[src/rtl/timer_counter.sv]
// rtl/timer_counter.sv - memory-mapped programmable down-counter with one-shot/auto-reload modes
// Registers: CTRL (EN, MODE, IM), PRESET, COUNT; irq drives one processor HWInt bit.
module timer_counter #(
    parameter logic [31:0] BASE_ADDR = 32'h0000_7F00,
    parameter int          CNT_W     = 32
) (
    input  logic        clk,
    input  logic        reset,
    input  logic [31:0] addr,
    input  logic [3:0]  byteen,
    input  logic [31:0] wdata,
    output logic [31:0] rdata,
    output logic        hit,
    output logic        irq
);

    typedef enum logic [1:0] {
        IDLE = 2'd0,
        LOAD = 2'd1,
        CNT  = 2'd2,
        INT  = 2'd3
    } state_t;

    state_t           r_state;
    state_t           w_state_next;
    logic [3:0]       r_ctrl;
    logic [3:0]       w_ctrl_next;
    logic [CNT_W-1:0] r_preset;
    logic [CNT_W-1:0] w_preset_next;
    logic [CNT_W-1:0] r_count;
    logic [CNT_W-1:0] w_count_next;
    logic             r_irq_flag;
    logic             w_irq_flag_next;

    logic             w_wr;
    logic             w_wr_ctrl;
    logic             w_wr_preset;
    logic             w_auto;
    logic             w_set;
    logic [31:0]      w_preset_ext;
    logic [31:0]      w_preset_merged;
    logic             w_unused;

    assign hit          = (addr[31:4] == BASE_ADDR[31:4]);
    assign w_wr         = hit && (byteen != 4'b0000);
    assign w_wr_ctrl    = w_wr && (addr[3:2] == 2'b00) && byteen[0];
    assign w_wr_preset  = w_wr && (addr[3:2] == 2'b01);
    assign w_auto       = (r_ctrl[2:1] == 2'b01);
    assign w_preset_ext = 32'(r_preset);
    assign w_unused     = ^addr[1:0];

    // Terminal count reached this edge: the flag set must beat a same-edge CTRL clear.
    assign w_set = (r_state == CNT) && r_ctrl[0] && (r_count == '0);

    always_comb begin
        w_preset_merged = w_preset_ext;
        for (int i = 0; i < 4; i++) begin
            if (byteen[i]) begin
                w_preset_merged[8*i +: 8] = wdata[8*i +: 8];
            end
        end
    end

    always_comb begin
        w_state_next    = r_state;
        w_ctrl_next     = r_ctrl;
        w_count_next    = r_count;
        w_irq_flag_next = r_irq_flag;
        w_preset_next   = w_wr_preset ? CNT_W'(w_preset_merged) : r_preset;

        case (r_state)
            IDLE: begin
                if (r_ctrl[0]) begin
                    w_state_next = LOAD;
                end
            end
            LOAD: begin
                if (!r_ctrl[0]) begin
                    w_state_next = IDLE;
                end else begin
                    w_count_next = r_preset;
                    w_state_next = CNT;
                end
            end
            CNT: begin
                if (!r_ctrl[0]) begin
                    w_state_next = IDLE;
                end else if (r_count == '0) begin
                    w_state_next    = INT;
                    w_irq_flag_next = 1'b1;
                end else begin
                    w_count_next = r_count - CNT_W'(1);
                end
            end
            INT: begin
                if (w_auto) begin
                    w_irq_flag_next = 1'b0;
                    w_state_next    = LOAD;
                end else begin
                    w_ctrl_next[0] = 1'b0;
                    w_state_next   = IDLE;
                end
            end
            default: w_state_next = IDLE;
        endcase

        // Bus writes override the one-shot EN clear.
        if (w_wr_ctrl) begin
            w_ctrl_next = wdata[3:0];
            if (!w_set) begin
                w_irq_flag_next = 1'b0;
            end
        end
    end

    always_ff @(posedge clk or posedge reset) begin
        if (reset) begin
            r_state    <= IDLE;
            r_ctrl     <= 4'b0000;
            r_preset   <= '0;
            r_count    <= '0;
            r_irq_flag <= 1'b0;
            irq        <= 1'b0;
        end else begin
            r_state    <= w_state_next;
            r_ctrl     <= w_ctrl_next;
            r_preset   <= w_preset_next;
            r_count    <= w_count_next;
            r_irq_flag <= w_irq_flag_next;
            irq        <= w_ctrl_next[3] & w_irq_flag_next;
        end
    end

    always_comb begin
        rdata = 32'h0;
        if (hit) begin
            case (addr[3:2])
                2'b00:   rdata = {28'h0, r_ctrl};
                2'b01:   rdata = 32'(r_preset);
                2'b10:   rdata = 32'(r_count);
                default: rdata = 32'h0;
            endcase
        end
    end

endmodule
[config.mk]
export PLATFORM = sky130hd
export DESIGN_NAME = timer_counter
export DESIGN_NICKNAME = d
export VERILOG_FILES = /design/src/rtl/timer_counter.sv
export SDC_FILE = /design/constraint.sdc
export NUM_CORES = 1
export LEC_CHECK = 0
export BUFFER_PORTS_ARGS = -buffer_cell sky130_fd_sc_hd__clkbuf_2
export CAP_MARGIN = 5
export CORE_MARGIN = 2
export CORE_UTILIZATION = 35
export CTS_BUF_LIST = sky130_fd_sc_hd__clkbuf_16
export DETAILED_ROUTE_END_ITERATION = 10
export GPL_TIMING_DRIVEN = 0
export SLEW_MARGIN = 20
export SYNTH_ARGS = -nofsm -noshare
export SYNTH_HDL_FRONTEND = slang
export SYNTH_SLANG_ARGS = --single-unit
[constraint.sdc]
create_clock -name clk -period 5.34 [get_ports clk]
set_clock_uncertainty 0.1 [all_clocks]
set_input_delay 0.267 -clock clk [delete_from_list [all_inputs] [get_ports clk]]
set_output_delay 0.267 -clock clk [all_outputs]
set_load 0.005 [all_outputs]
[Yosys cells after proc, flatten, opt, wreduce, memory -nomap -nowiden]
Index checks and enable logic that the tools add are counted.
Storage, ports and cells
  input bits: 70
  output and inout port bits: 34
  register bits: 72
Operators by class
  $add $sub $neg: 1
  mux-type cells: 21
  eq/ne operators: 13
  bitwise logic cells: 1
  reduce and logical (&&, ||, !) cells: 19
Operators with widths (count)
  two-way mux 32 bit: 4
  case mux 32 bit (3 select lines): 1
  case mux 32 bit (2 select lines): 1
  logical NOT 32 bit: 1
  subtractor 32 x 1 -> 32 bit (second input constant): 1
  == test 28 x 11 -> 1 bit (second input constant): 1
  AND reduction 2 bit: 6
  inequality test 2 bit (second input constant): 5
  two-way mux 1 bit: 8
  two-way mux 2 bit: 4
  case mux 2 bit (4 select lines): 1
  == test 2 x 1 -> 1 bit (second input constant): 3
  == test 2 bit (second input constant): 3
  logical AND 1 bit: 6
  logical NOT 2 bit: 2
  two-way mux 4 bit: 1
  AND reduction 4 bit: 1
  nonzero test 2 bit: 2
  nonzero test 4 bit: 1
  inequality test 3 x 2 -> 1 bit (second input constant): 1
  case mux 1 bit (2 select lines): 1
  bitwise AND 1 bit: 1

[Depth between registers and ports, before layout]
Gate-level depths: netlist of run 1.
  depth in word-level cells: 7
  mapped depth: 9
  depth with buffers taken out: 8

[Worst setup path before layout of run 1]
Ideal clock, no wire load.
  path type: reg2reg
  start: reg r_count[8]
  end: reg r_count[27]
  arrival: 2252 ps
  path slack: 2851 ps
  path buffers: 2
  setup time: 137 ps
  cell stages (with the launch flop): 9
  cell sequence: dfrtp_1 > or4_1 > buf_6 > or3_4 > buf_6 > nor4b_4 > nand2_1 > o32ai_2 > a2bb2oi_1
Between the ends
  cells in the longest elaborated chain, start to end: 4
  elaborated cells between the ends (all ways): 7
  those cells by class: 1 x add/sub; 1 x eq/ne; 3 x mux; 2 x reduce/logical
RTL lines
  start: declaration: line 30  | logic [CNT_W-1:0] r_count;
  start signal: assignment: line 128  | r_count <= w_count_next;
  subtractor 32 x 1 -> 32 bit: line 92  | w_count_next = r_count - CNT_W'(1);
  two-way mux 32 bit: line 88  | end else if (r_count == '0) begin
  two-way mux 32 bit: line 86  | if (!r_ctrl[0]) begin
  case mux 32 bit (2 select lines): line 71  | case (r_state)
Parallel ways exist; a longest one is shown, timed or not. The select of a mux whose other input is x is not followed.
A chain may end at the register's enable or synchronous reset.

[Worst setup path after layout of run 1]
  start: reg r_count[16]
  end: reg r_count[6]
Between the ends
  cells in the longest elaborated chain, start to end: 3
RTL lines (line)
  logical NOT 32 bit: 88
  inequality test 2 bit (no line)
  AND reduction 4 bit (no line)
No other way between the ends.

==> results by group, run 1 <==
Layout
  • Area Overhead vs Synth: 24.6%
  • Layout Nets: 653
  • Filler instances: 1,187
  • Share of cells above drive strength 1: 0.297
  • Final Instance Count excl. Fillers: 733
  • # diodes: 0
  • Finished Cell Area: 5260 sq um

Logic synthesis
  • Synthesis warning total: 0
  • Flop and latch count out of synthesis: 72
  • Most frequent cell after synthesis: dfrtp_1
  • Top FF cell, synth: dfrtp_1
  • Synth top area cells: dfrtp_1 (43%), mux2_2 (9.1%), nor2_1 (6.0%), a22oi_1 (5.9%), o21ai_0 (5.0%)
  • Syn Inst Count: 468
  • Top cells by count, synth: dfrtp_1 (72), nor2_1 (67), o21ai_0 (42)
  • Yosys top cell by area: dfrtp_1
  • Post-synth EDFFs: 0
  • Syn Area/Cell: 9.02 sq um
  • Unique masters post-synth: 54
  • Post-synthesis cell area: 4220 sq um
  • Post-synth top area share: 0.427
  • Post-synthesis sequential area ratio: 0.427
  • Mapped Nets: 540
  • Asr flop ratio synth: 1.00

Floorplan
  • Total core area: 11,900 sq um
  • Row cnt: 40
  • Die span in x: 114 microns
  • Initial Util: 0.354
  • Die height: 114 microns
  • Die area: 12,900 sq um
  • Total I/O pin count: 104

Hold path
  • Min-Delay Path Class: in2reg
  • Hold endpoint: r_ctrl[0]$_DFFE_PP0P_
  • Hold depth: 3
  • HP Start: wdata[0]

Drt
  • Vias per cell: 5.61
  • Antenna Nets Post-Route: 0
  • 1st-pass router iterations: 5
  • Total number of vias: 4,111
  • DR iter-0 viols: 226
  • Routed wire length: 13.1 mm
  • Post-route DRC: 0
  • Routed wire per std cell: 17.9 microns

Critical path
  • Setup CP Type: reg2reg
  • FF-to-FF path depth: 7
  • FF-to-FF End: r_count[6]$_DFFE_PP0P_
  • Startpoint Class: flip-flop
  • Worst R2R Start: r_count[16]$_DFFE_PP0P_
  • Crit path capture type: flip-flop
  • CP arrival: 3.16 ns
  • Worst Path Required: 5.42 ns
  • Worst-path fanout max: 10
  • Flop-to-flop setup slack: 2.26 ns

STA
  • Fin crit share: 0.577
  • Final Hold Vio Count: 0
  • Final setup TNS: 0 ns
  • Unrepaired setup endpoints after global routing: false
  • Setup ws final: 2.26 ns
  • F_max: 325 MHz
  • Max-slew violation count: 0
  • Worst-Margin Slew: 0.703 ns
  • # setup viols final: 0
  • Minimum clock period: 3.08 ns
  • Slew headroom: 0.532

Place
  • Detail Placement HPWL: 9.47 mm
  • Placed Area: 4930 sq um
  • GP Congestion: 0.873
  • Placed instance count: 716
  • Dpl ws: 2.35 ns
  • Port-buffer cells: 100

Global routing
  • Vias in the first global route: 4,059
  • Largest net degree at the start of global routing: 43
  • Congestion Overflow GR: 0
  • First-pass GRT wire length: 21.2 mm
  • Total GRT Usage: 0.208
  • Initial antenna violation count: 0

Status
  • Status: complete, no violations

CTS
  • CTS root buf: clkbuf_16
  • Longest Clk Path Bufs: 2
  • CTS sink count: 72
  • Num CTS Buffers: 9
  • Clock-pin slew on the worst setup and hold paths: 0.06 ns
  • CTS tree: yes
  • Worst-skew pair later-pin latency: 0.34 ns
  • Post-CTS resize count: 0
  • Setup bufs post-CTS: 0
  • Post-CTS Hold Buffers: 1
  • CTS HTree Levels: 3

Power
  • Switching Fraction: 0.213
  • Cell Pwr Density: 236 nW/um^2
  • Pint: 0.974 mW
  • Power share of the sequential group: 0.441
  • Clock network fraction of total power: 0.516
  • LEAKAGE: 2.42 nW
  • Max IR drop VDD: 0.000147 V
  • Combinational share of power: 0.044
  • Sw Pwr: 0.264 mW

Job
  • Max cap viols: 0
## layout make-up
| type | instances | area, sq um | area share |
|---|---|---|---|
| sequential | 72 | 1800 | 0.343 |
| buffer | 37 | 165 | 0.0314 |
| multi-input combinational | 352 | 2230 | 0.424 |
| timing repair buffer | 102 | 538 | 0.102 |
| clock buffer | 9 | 225 | 0.0429 |
| tap | 147 | 184 | 0.0350 |
| clock inverter | 7 | 86.3 | 0.0164 |
| inverter | 7 | 28.8 | 0.00548 |
## flip-flops by register name, indices dropped and copies added, names as in the netlist
signal      flops
r_count        32
r_preset       32
r_ctrl          4
r_state         2
irq             1
r_irq_flag      1
## layer usage
layer | part of all wire | global-route usage
met1 | 0.45 | 0.275
met2 | 0.47 | 0.335
met3 | 0.060 | 0.0441
met4 | 0.024 | 0.0821
met5 | 0 | 0
## cell usage in the layout, fill, tap and decap left out, types with 4 or more instances in the layout
cell,instances
clkbuf_2,101
dfrtp_1,72
nor2_1,67
o21ai_0,42
a21oi_1,41
mux2_2,34
a22oi_1,33
clkbuf_1,26
nand2_1,21
nor3_1,14
nor4_1,13
nand3_1,11
clkbuf_16,9
buf_2,8
inv_1,6
nand2b_1,6
o22ai_1,6
and3_1,5
nor2b_1,4
or4_1,4
mux2i_1,4
## worst max-delay path by stage
stage,start,to,cells past startpoint
after floorplan,r_count[8]$_DFFE_PP0P_,r_count[27]$_DFFE_PP0P_,8
after global placement,reset,r_preset[7]$_DFFE_PP0P_,2
after detailed placement,r_count[16]$_DFFE_PP0P_,r_count[1]$_DFFE_PP0P_,7
after CTS,r_count[16]$_DFFE_PP0P_,r_count[6]$_DFFE_PP0P_,7
after global routing,r_count[16]$_DFFE_PP0P_,r_count[1]$_DFFE_PP0P_,7
final,r_count[16]$_DFFE_PP0P_,r_count[6]$_DFFE_PP0P_,7
## critical path, cell delays in order (launching register included)
cell and delay (ns):
dfrtp_1 0.43, or4_1 0.62, nor3_1 0.42, nand4_1 0.41, o21a_1 0.34, clkbuf_1 0.32
a21oi_1 0.22, a21oi_1 0.06
## cell families after synthesis
kind of cell    count (synthesis)  share of synthesized area
mux                            38                      0.100
fa+ha+maj                       2                    0.00593
buf+inv                        44                     0.0454
simple gates                  165                      0.204
compound gates                147                      0.218
flops                          72                      0.427
## stage by stage
| stage | hold slack, ns | util | power, mW |
|---|---|---|---|
| global route | 0.0532 | 0.441 | 1.29 |
| detailed placement | 0.198 | 0.414 | 0.610 |
| CTS | 0.0477 | 0.441 | 1.25 |
| global placement | 0.397 | 0.412 | 0.606 |
| floorplan | 0.272 | - | 0.574 |
| finish | 0.0533 | 0.441 | 1.24 |
## power groups by stage
stage               sequential [mW]  combinational, mW  clock [mW]
detailed placement            0.556             0.0542           0
floorplan                     0.556             0.0184           0
global placement              0.556             0.0501           0
global route                  0.545             0.0604       0.680
finish                        0.546             0.0539       0.638
CTS                           0.546             0.0552       0.649
Power figures use the tool's default switching activity.
==> run 2, diff against run 1 <==
==> constraint.sdc (replaced) <==
create_clock -name clk -period 2.8 [get_ports clk]
set_clock_uncertainty 0.1 [all_clocks]
set_input_delay 0.14 -clock clk [delete_from_list [all_inputs] [get_ports clk]]
set_output_delay 0.14 -clock clk [all_outputs]
set_load 0.005 [all_outputs]
==> results by group, run 2 (synthesis results as in run 1) <==
Status
  • Status: complete, no violations (unchanged)

Global routing
  • Congestion Overflow GR: 0 (unchanged)
  • GR peak layer: met2 (unchanged)
  • Met2 Use GR: 0.344 (was 0.335)
  • First-pass GRT wire length: 21.6 mm (was 21.2 mm)
  • Vias in the first global route: 4,186 (was 4,059)
  • Initial antenna violation count: 0 (unchanged)
  • Met3 usage in global routing: 0.0425 (was 0.0441)
  • Grt met1 use: 0.279 (was 0.275)
  • Largest net degree at the start of global routing: 43 (unchanged)
  • Total GRT Usage: 0.211 (was 0.208)

Critical path
  • Worst-path fanout max: 10 (unchanged)
  • CP arrival: 2.83 ns (was 3.16 ns)
  • FF-to-FF path depth: 7 (unchanged)
  • Crit path capture type: flip-flop (unchanged)
  • End of the critical path: r_count[6]$_DFFE_PP0P_ (unchanged)
  • FF-to-FF End: r_count[6]$_DFFE_PP0P_ (unchanged)
  • Flop-to-flop setup slack: 0.07 ns (was 2.26 ns)
  • Worst Path Required: 2.90 ns (was 5.42 ns)
  • Setup CP Type: reg2reg (unchanged)
  • Startpoint Class: flip-flop (unchanged)
  • Setup crit start: r_count[26]$_DFFE_PP0P_ (was r_count[16]$_DFFE_PP0P_)
  • Worst R2R Start: r_count[26]$_DFFE_PP0P_ (was r_count[16]$_DFFE_PP0P_)

CTS
  • Num CTS Buffers: 9 (unchanged)
  • Worst-skew pair later-pin latency: 0.34 ns (about the same)
  • Longest Clk Path Bufs: 2 (unchanged)
  • CTS tree: yes (unchanged)
  • CTS root buf: clkbuf_16 (unchanged)
  • Clock-pin slew on the worst setup and hold paths: 0.06 ns (about the same)
  • CTS HTree Levels: 3 (unchanged)
  • CTS sink count: 72 (unchanged)

STA
  • Unrepaired setup endpoints after global routing: false (unchanged)
  • Minimum clock period: 2.73 ns (was 3.08 ns)
  • F_max: 367 MHz (was 325 MHz)
  • Fin crit share: 0.974 (was 0.577)
  • Final Hold Vio Count: 0 (unchanged)
  • Final setup TNS: 0 ns (unchanged)
  • Max-slew violation count: 0 (unchanged)
  • # setup viols final: 0 (unchanged)
  • Worst-Margin Slew: 0.715 ns (was 0.703 ns)
  • Slew headroom: 0.524 (was 0.532)

Layout
  • Biggest regs: r_count: 32 flops, r_preset: 32 flops, r_ctrl: 4 flops (unchanged)
  • # diodes: 0 (unchanged)
  • Share of cells above drive strength 1: 0.298 (was 0.297)
  • Layout Nets: 687 (was 653)
  • Most frequent cells in the layout: clkbuf_2 (103), dfrtp_1 (72), nor2_1 (67) (was clkbuf_2 (101), dfrtp_1 (72), nor2_1 (67))
  • Area Overhead vs Synth: 33.5% (was 24.6%)
  • Commonest non-fill, non-tap cell in the layout: clkbuf_2 (unchanged)
  • Filler instances: 1,169 (was 1,187)
  • Finished Cell Area: 5630 sq um (was 5260 sq um)

Floorplan
  • Die span in x: 114 microns (unchanged)
  • Die height: 114 microns (unchanged)
  • Initial Util: 0.354 (unchanged)
  • Total core area: 11,900 sq um (unchanged)
  • Row cnt: 40 (unchanged)
  • Die area: 12,900 sq um (unchanged)
  • Total I/O pin count: 104 (unchanged)

Power
  • Max IR drop VDD: 0.000283 V (was 0.000147 V)
  • LEAKAGE: 2.57 nW (was 2.42 nW)
  • Cell Pwr Density: 425 nW/um^2 (was 236 nW/um^2)

Job
  • Max cap viols: 0 (unchanged)

Place
  • Detail Placement HPWL: 9.47 mm (unchanged)
  • Placed Area: 4930 sq um (unchanged)
  • Port-buffer cells: 100 (unchanged)
  • GP Congestion: 0.873 (unchanged)

Drt
  • Post-route DRC: 0 (unchanged)
  • Routed wire length: 13.3 mm (was 13.1 mm)
  • 1st-pass router iterations: 4 (was 5)
  • DR iter-0 viols: 254 (was 226)
  • Routed wire per std cell: 17.4 microns (was 17.9 microns)
  • Total number of vias: 4,215 (was 4,111)
  • Antenna Nets Post-Route: 0 (unchanged)
  • Vias per cell: 5.50 (was 5.61)

Hold path
  • Min-Delay Path Class: in2reg (unchanged)
## run 2: worst min path at each step
stage | startpoint | endpoint | slack [ns] | cells past startpoint
after floorplan | wdata[3] | r_ctrl[3]$_DFF_PP0_ | 0.15 | 2
after global placement | wdata[0] | r_ctrl[0]$_DFFE_PP0P_ | 0.27 | 3
after detailed placement | reset | r_preset[23]$_DFFE_PP0P_ | 0.07 | 2
after CTS | byteen[0] | r_ctrl[3]$_DFF_PP0_ | 0.10 | 4
after global routing | byteen[0] | r_ctrl[3]$_DFF_PP0_ | 0.12 | 4
final | byteen[0] | r_ctrl[3]$_DFF_PP0_ | 0.10 | 4
## run 2: layout make-up
type / count / area (sq um) / share of cell area
flip-flops and latches: 72 / 1800 / 0.320
clock buffers: 9 / 225 / 0.0400
well taps: 147 / 184 / 0.0326
plain buffers: 37 / 168 / 0.0298
clock inverters: 7 / 86.3 / 0.0153
multi-input cells: 352 / 2270 / 0.402
repair buffers: 136 / 873 / 0.155
inverters: 7 / 28.8 / 0.00511
## run 2: repair_timing
action / CTS / global route
buffers inserted: 2 / 0
hold buffers: 33 / 0
endpoints found under the setup margin: 32 / 19
pin swaps: 2 / 2
hold endpoints to repair: 67 / 0
resized for setup: 3 / 10
## run 2: through the flow
step | power, mW | cells | hold WS [ns] | setup WS [ns] | utilization
2_1_floorplan | 1.09 | 468 | 0.145 | 0.311 | -
3_3_place_gp | 1.16 | 715 | 0.271 | -0.261 | 0.412
3_5_place_dp | 1.16 | 716 | 0.0708 | -0.189 | 0.414
6_report | 2.40 | 767 | 0.100 | 0.0720 | 0.473
5_1_grt | 2.49 | 767 | 0.120 | 0.00790 | 0.473
4_1_cts | 2.42 | 767 | 0.103 | 0.00151 | 0.470
## run 2: metal layers
metal | part of all wire | vias to the layer above | routed length, microns
met5 | 0 | - | 0
met4 | 0.023 | 0 | 308
met3 | 0.054 | 25 | 722
met2 | 0.47 | 132 | 6310
met1 | 0.45 | 2043 | 5990
li1 | - | 2015 | -
## run 2: power breakdown
group | leakage (nW) | internal [mW] | switching (mW) | total [mW]
combinational | 1.42 | 0.0736 | 0.0637 | 0.137
sequential | 1.00 | 1.04 | 0.000000124 | 1.04
clock | 0.154 | 0.772 | 0.447 | 1.22
## run 2: critical path: stages (launching register included)
cell      delay [ns]
dfrtp_1         0.45
or4_1           0.65
nor4bb_1        0.31
nand4_1         0.28
o21a_1          0.30
clkbuf_2        0.25
a21oi_1         0.18
a21oi_1         0.06
==> run 3, diff against run 2 <==
--- a/config.mk
+++ b/config.mk
@@ -9,7 +9,7 @@
 export CAP_MARGIN = 5
 export CORE_MARGIN = 2
 export CORE_UTILIZATION = 35
-export CTS_BUF_LIST = sky130_fd_sc_hd__clkbuf_16
+export CTS_BUF_LIST = sky130_fd_sc_hd__clkbuf_8
 export DETAILED_ROUTE_END_ITERATION = 10
 export GPL_TIMING_DRIVEN = 0
 export SLEW_MARGIN = 20
==> constraint.sdc (replaced) <==
create_clock -name clk -period 3.15 [get_ports clk]
set_clock_uncertainty 0.1 [all_clocks]
set_input_delay 0.1575 -clock clk [delete_from_list [all_inputs] [get_ports clk]]
set_output_delay 0.1575 -clock clk [all_outputs]
set_load 0.005 [all_outputs]
==> results by group, run 3 (synthesis results as in run 1) <==
Status
  • Status: complete, no violations (unchanged)

STA
  • Minimum clock period: 2.97 ns (was 2.73 ns)
  • Unrepaired setup endpoints after global routing: false (unchanged)
  • Worst hold slack: 0.0983 ns (was 0.100 ns)
  • F_max: 337 MHz (was 367 MHz)
  • Slew headroom: 0.532 (was 0.524)
  • Fin crit share: 0.942 (was 0.974)
  • Final setup TNS: 0 ns (unchanged)
  • # setup viols final: 0 (unchanged)
  • Max-slew violation count: 0 (unchanged)
  • Worst-Margin Slew: 0.702 ns (was 0.715 ns)
  • Final Hold Vio Count: 0 (unchanged)

Drt
  • Antenna Nets Post-Route: 0 (unchanged)
  • 1st-pass router iterations: 5 (was 4)
  • Routed wire per std cell: 17.3 microns (was 17.4 microns)
  • Total number of vias: 4,256 (was 4,215)
  • Vias per cell: 5.55 (was 5.50)
  • Routed wire length: 13.3 mm (about the same)
  • Post-route DRC: 0 (unchanged)
  • DR iter-0 viols: 223 (was 254)

Layout
  • # diodes: 0 (unchanged)
  • Share of cells above drive strength 1: 0.287 (was 0.298)
  • Layout Nets: 687 (unchanged)
  • Area Overhead vs Synth: 30.6% (was 33.5%)
  • Most frequent cells in the layout: clkbuf_2 (101), dfrtp_1 (72), nor2_1 (67) (was clkbuf_2 (103), dfrtp_1 (72), nor2_1 (67))
  • Filler instances: 1,188 (was 1,169)
  • Commonest non-fill, non-tap cell in the layout: clkbuf_2 (unchanged)
  • Biggest regs: r_count: 32 flops, r_preset: 32 flops, r_ctrl: 4 flops (unchanged)

Critical path
  • Max incr delay on CP: 0.71 ns (was 0.65 ns)
  • Crit path capture type: flip-flop (unchanged)
  • Flop-to-flop setup slack: 0.18 ns (was 0.07 ns)
  • Crit path cell chain: inv_1, ha_1, or4b_2, nor4_4, nand2_1, nor4_1, o21ai_0, o2bb2ai_1 (was or4_1, nor4bb_1, nand4_1, o21a_1, clkbuf_2, a21oi_1, a21oi_1)
  • Worst Path Required: 3.30 ns (was 2.90 ns)
  • Worst Path Buf+Inv: 1 (unchanged)
  • CP arrival: 3.12 ns (was 2.83 ns)
  • Startpoint Class: flip-flop (unchanged)
  • Worst-path fanout max: 6 (was 10)
  • Setup CP Type: reg2reg (unchanged)
  • Worst R2R Start: r_count[0]$_DFFE_PP0P_ (was r_count[26]$_DFFE_PP0P_)
  • FF-to-FF End: r_count[24]$_DFFE_PP0P_ (was r_count[6]$_DFFE_PP0P_)
  • Top delay family on crit path: simple AND/OR/NAND/NOR gates (unchanged)
  • FF-to-FF path depth: 8 (was 7)
  • Slowest CP cell: or4b_2 (was or4_1)

Place
  • GP Congestion: 0.873 (unchanged)
  • Port-buffer cells: 100 (unchanged)
  • Detail Placement HPWL: 9.47 mm (unchanged)

Floorplan
  • Die area: 12,900 sq um (unchanged)
  • Row cnt: 40 (unchanged)
  • Die span in x: 114 microns (unchanged)
  • Total I/O pin count: 104 (unchanged)
  • Initial Util: 0.354 (unchanged)
  • Total core area: 11,900 sq um (unchanged)
  • Die height: 114 microns (unchanged)

CTS
  • CTS sink count: 72 (unchanged)
  • CTS HTree Levels: 3 (unchanged)
  • Clock-pin slew on the worst setup and hold paths: 0.08 ns (was 0.06 ns)
  • Longest Clk Path Bufs: 2 (unchanged)
  • CTS tree: yes (unchanged)
  • Num CTS Buffers: 9 (unchanged)
  • Worst-skew pair later-pin latency: 0.36 ns (was 0.34 ns)
  • CTS root buf: clkbuf_8 (was clkbuf_16)

Global routing
  • Total GRT Usage: 0.210 (was 0.211)
  • Vias in the first global route: 4,201 (was 4,186)
  • First-pass GRT wire length: 21.5 mm (was 21.6 mm)
  • Congestion Overflow GR: 0 (unchanged)
  • Initial antenna violation count: 0 (unchanged)
  • Largest net degree at the start of global routing: 43 (unchanged)

Hold path
  • HP Start: byteen[0] (unchanged)
  • Hold depth: 4 (unchanged)
  • Min-Delay Path Class: in2reg (unchanged)
  • Hold endpoint: r_ctrl[3]$_DFF_PP0_ (unchanged)

Job
  • Max cap viols: 0 (unchanged)

Power
  • LEAKAGE: 2.53 nW (was 2.57 nW)
  • Max IR drop VDD: 0.000239 V (was 0.000283 V)
  • Cell Pwr Density: 344 nW/um^2 (was 425 nW/um^2)
  • Total power: 1.90 mW (was 2.40 mW)
[run 3: changes by cell type in the layout (fill, tap and decap cells not counted), moves of 2 or more]
cell	before	now
clkbuf_1	24	26
clkbuf_16	9	0
clkbuf_2	103	101
clkbuf_8	0	11
clkinv_1	2	0
nand2_1	19	21
nand2_2	2	0
nor3_1	12	14
nor3_2	2	0
nor4_1	11	13
nor4_2	2	0
[run 3: routing by layer]
metal  vias up  global-route usage  share of wire
met5         -                   0              0
met4         0              0.0764          0.022
met3        22              0.0462          0.057
met2       144               0.338           0.47
met1      2074               0.280           0.45
li1       2016                   -              -
[run 3: worst max-delay path by stage]
stage,from,end,slack (ns),cells past startpoint
2_1_floorplan,r_count[8]$_DFFE_PP0P_,r_count[27]$_DFFE_PP0P_,0.66,8
3_3_place_gp,reset,r_preset[7]$_DFFE_PP0P_,0.07,2
3_5_place_dp,r_count[16]$_DFFE_PP0P_,r_count[1]$_DFFE_PP0P_,0.16,7
4_1_cts,r_count[16]$_DFFE_PP0P_,r_count[1]$_DFFE_PP0P_,0.13,7
5_1_grt,r_count[0]$_DFFE_PP0P_,r_count[24]$_DFFE_PP0P_,0.03,8
6_report,r_count[0]$_DFFE_PP0P_,r_count[24]$_DFFE_PP0P_,0.18,8
[run 3: layout make-up]
| type | instances | area [sq um] | share of cell area |
|---|---|---|---|
| plain buffers | 37 | 165 | 0.0300 |
| clock buffers | 11 | 151 | 0.0275 |
| clock inverters | 5 | 78.8 | 0.0143 |
| inverters | 7 | 28.8 | 0.00522 |
| multi-input cells | 352 | 2230 | 0.404 |
| flip-flops and latches | 72 | 1800 | 0.327 |
| well taps | 147 | 184 | 0.0334 |
| repair buffers | 136 | 873 | 0.159 |
[run 3: stage by stage]
stage	area (sq um)	worst slack, ns	instances	utilization
floorplan	4220	0.661	468	-
global placement	4900	0.0718	715	0.412
detailed placement	4930	0.161	716	0.414
CTS	5490	0.129	765	0.461
global route	5510	0.0303	767	0.463
finish	5510	0.181	767	0.463
[run 3: what timing repair did]
item	in CTS	in global routing
buffers inserted	0	2
endpoints found under the hold margin	67	0
resized for setup	0	0
hold buffers	33	0
endpoints found under the setup margin	0	12
[run 3: power breakdown]
| part | internal, mW | switching (mW) |
|---|---|---|
| sequential | 0.924 | 0.000000108 |
| clock | 0.488 | 0.364 |
| combinational | 0.0654 | 0.0565 |
| total | 1.48 | 0.420 |
[run 3: worst register-to-register path: stages, from the launching register on]
cell	delay [ns]
dfrtp_1	0.43
inv_1	0.12
ha_1	0.28
or4b_2	0.72
nor4_4	0.40
nand2_1	0.20
nor4_1	0.34
o21ai_0	0.13
o2bb2ai_1	0.15
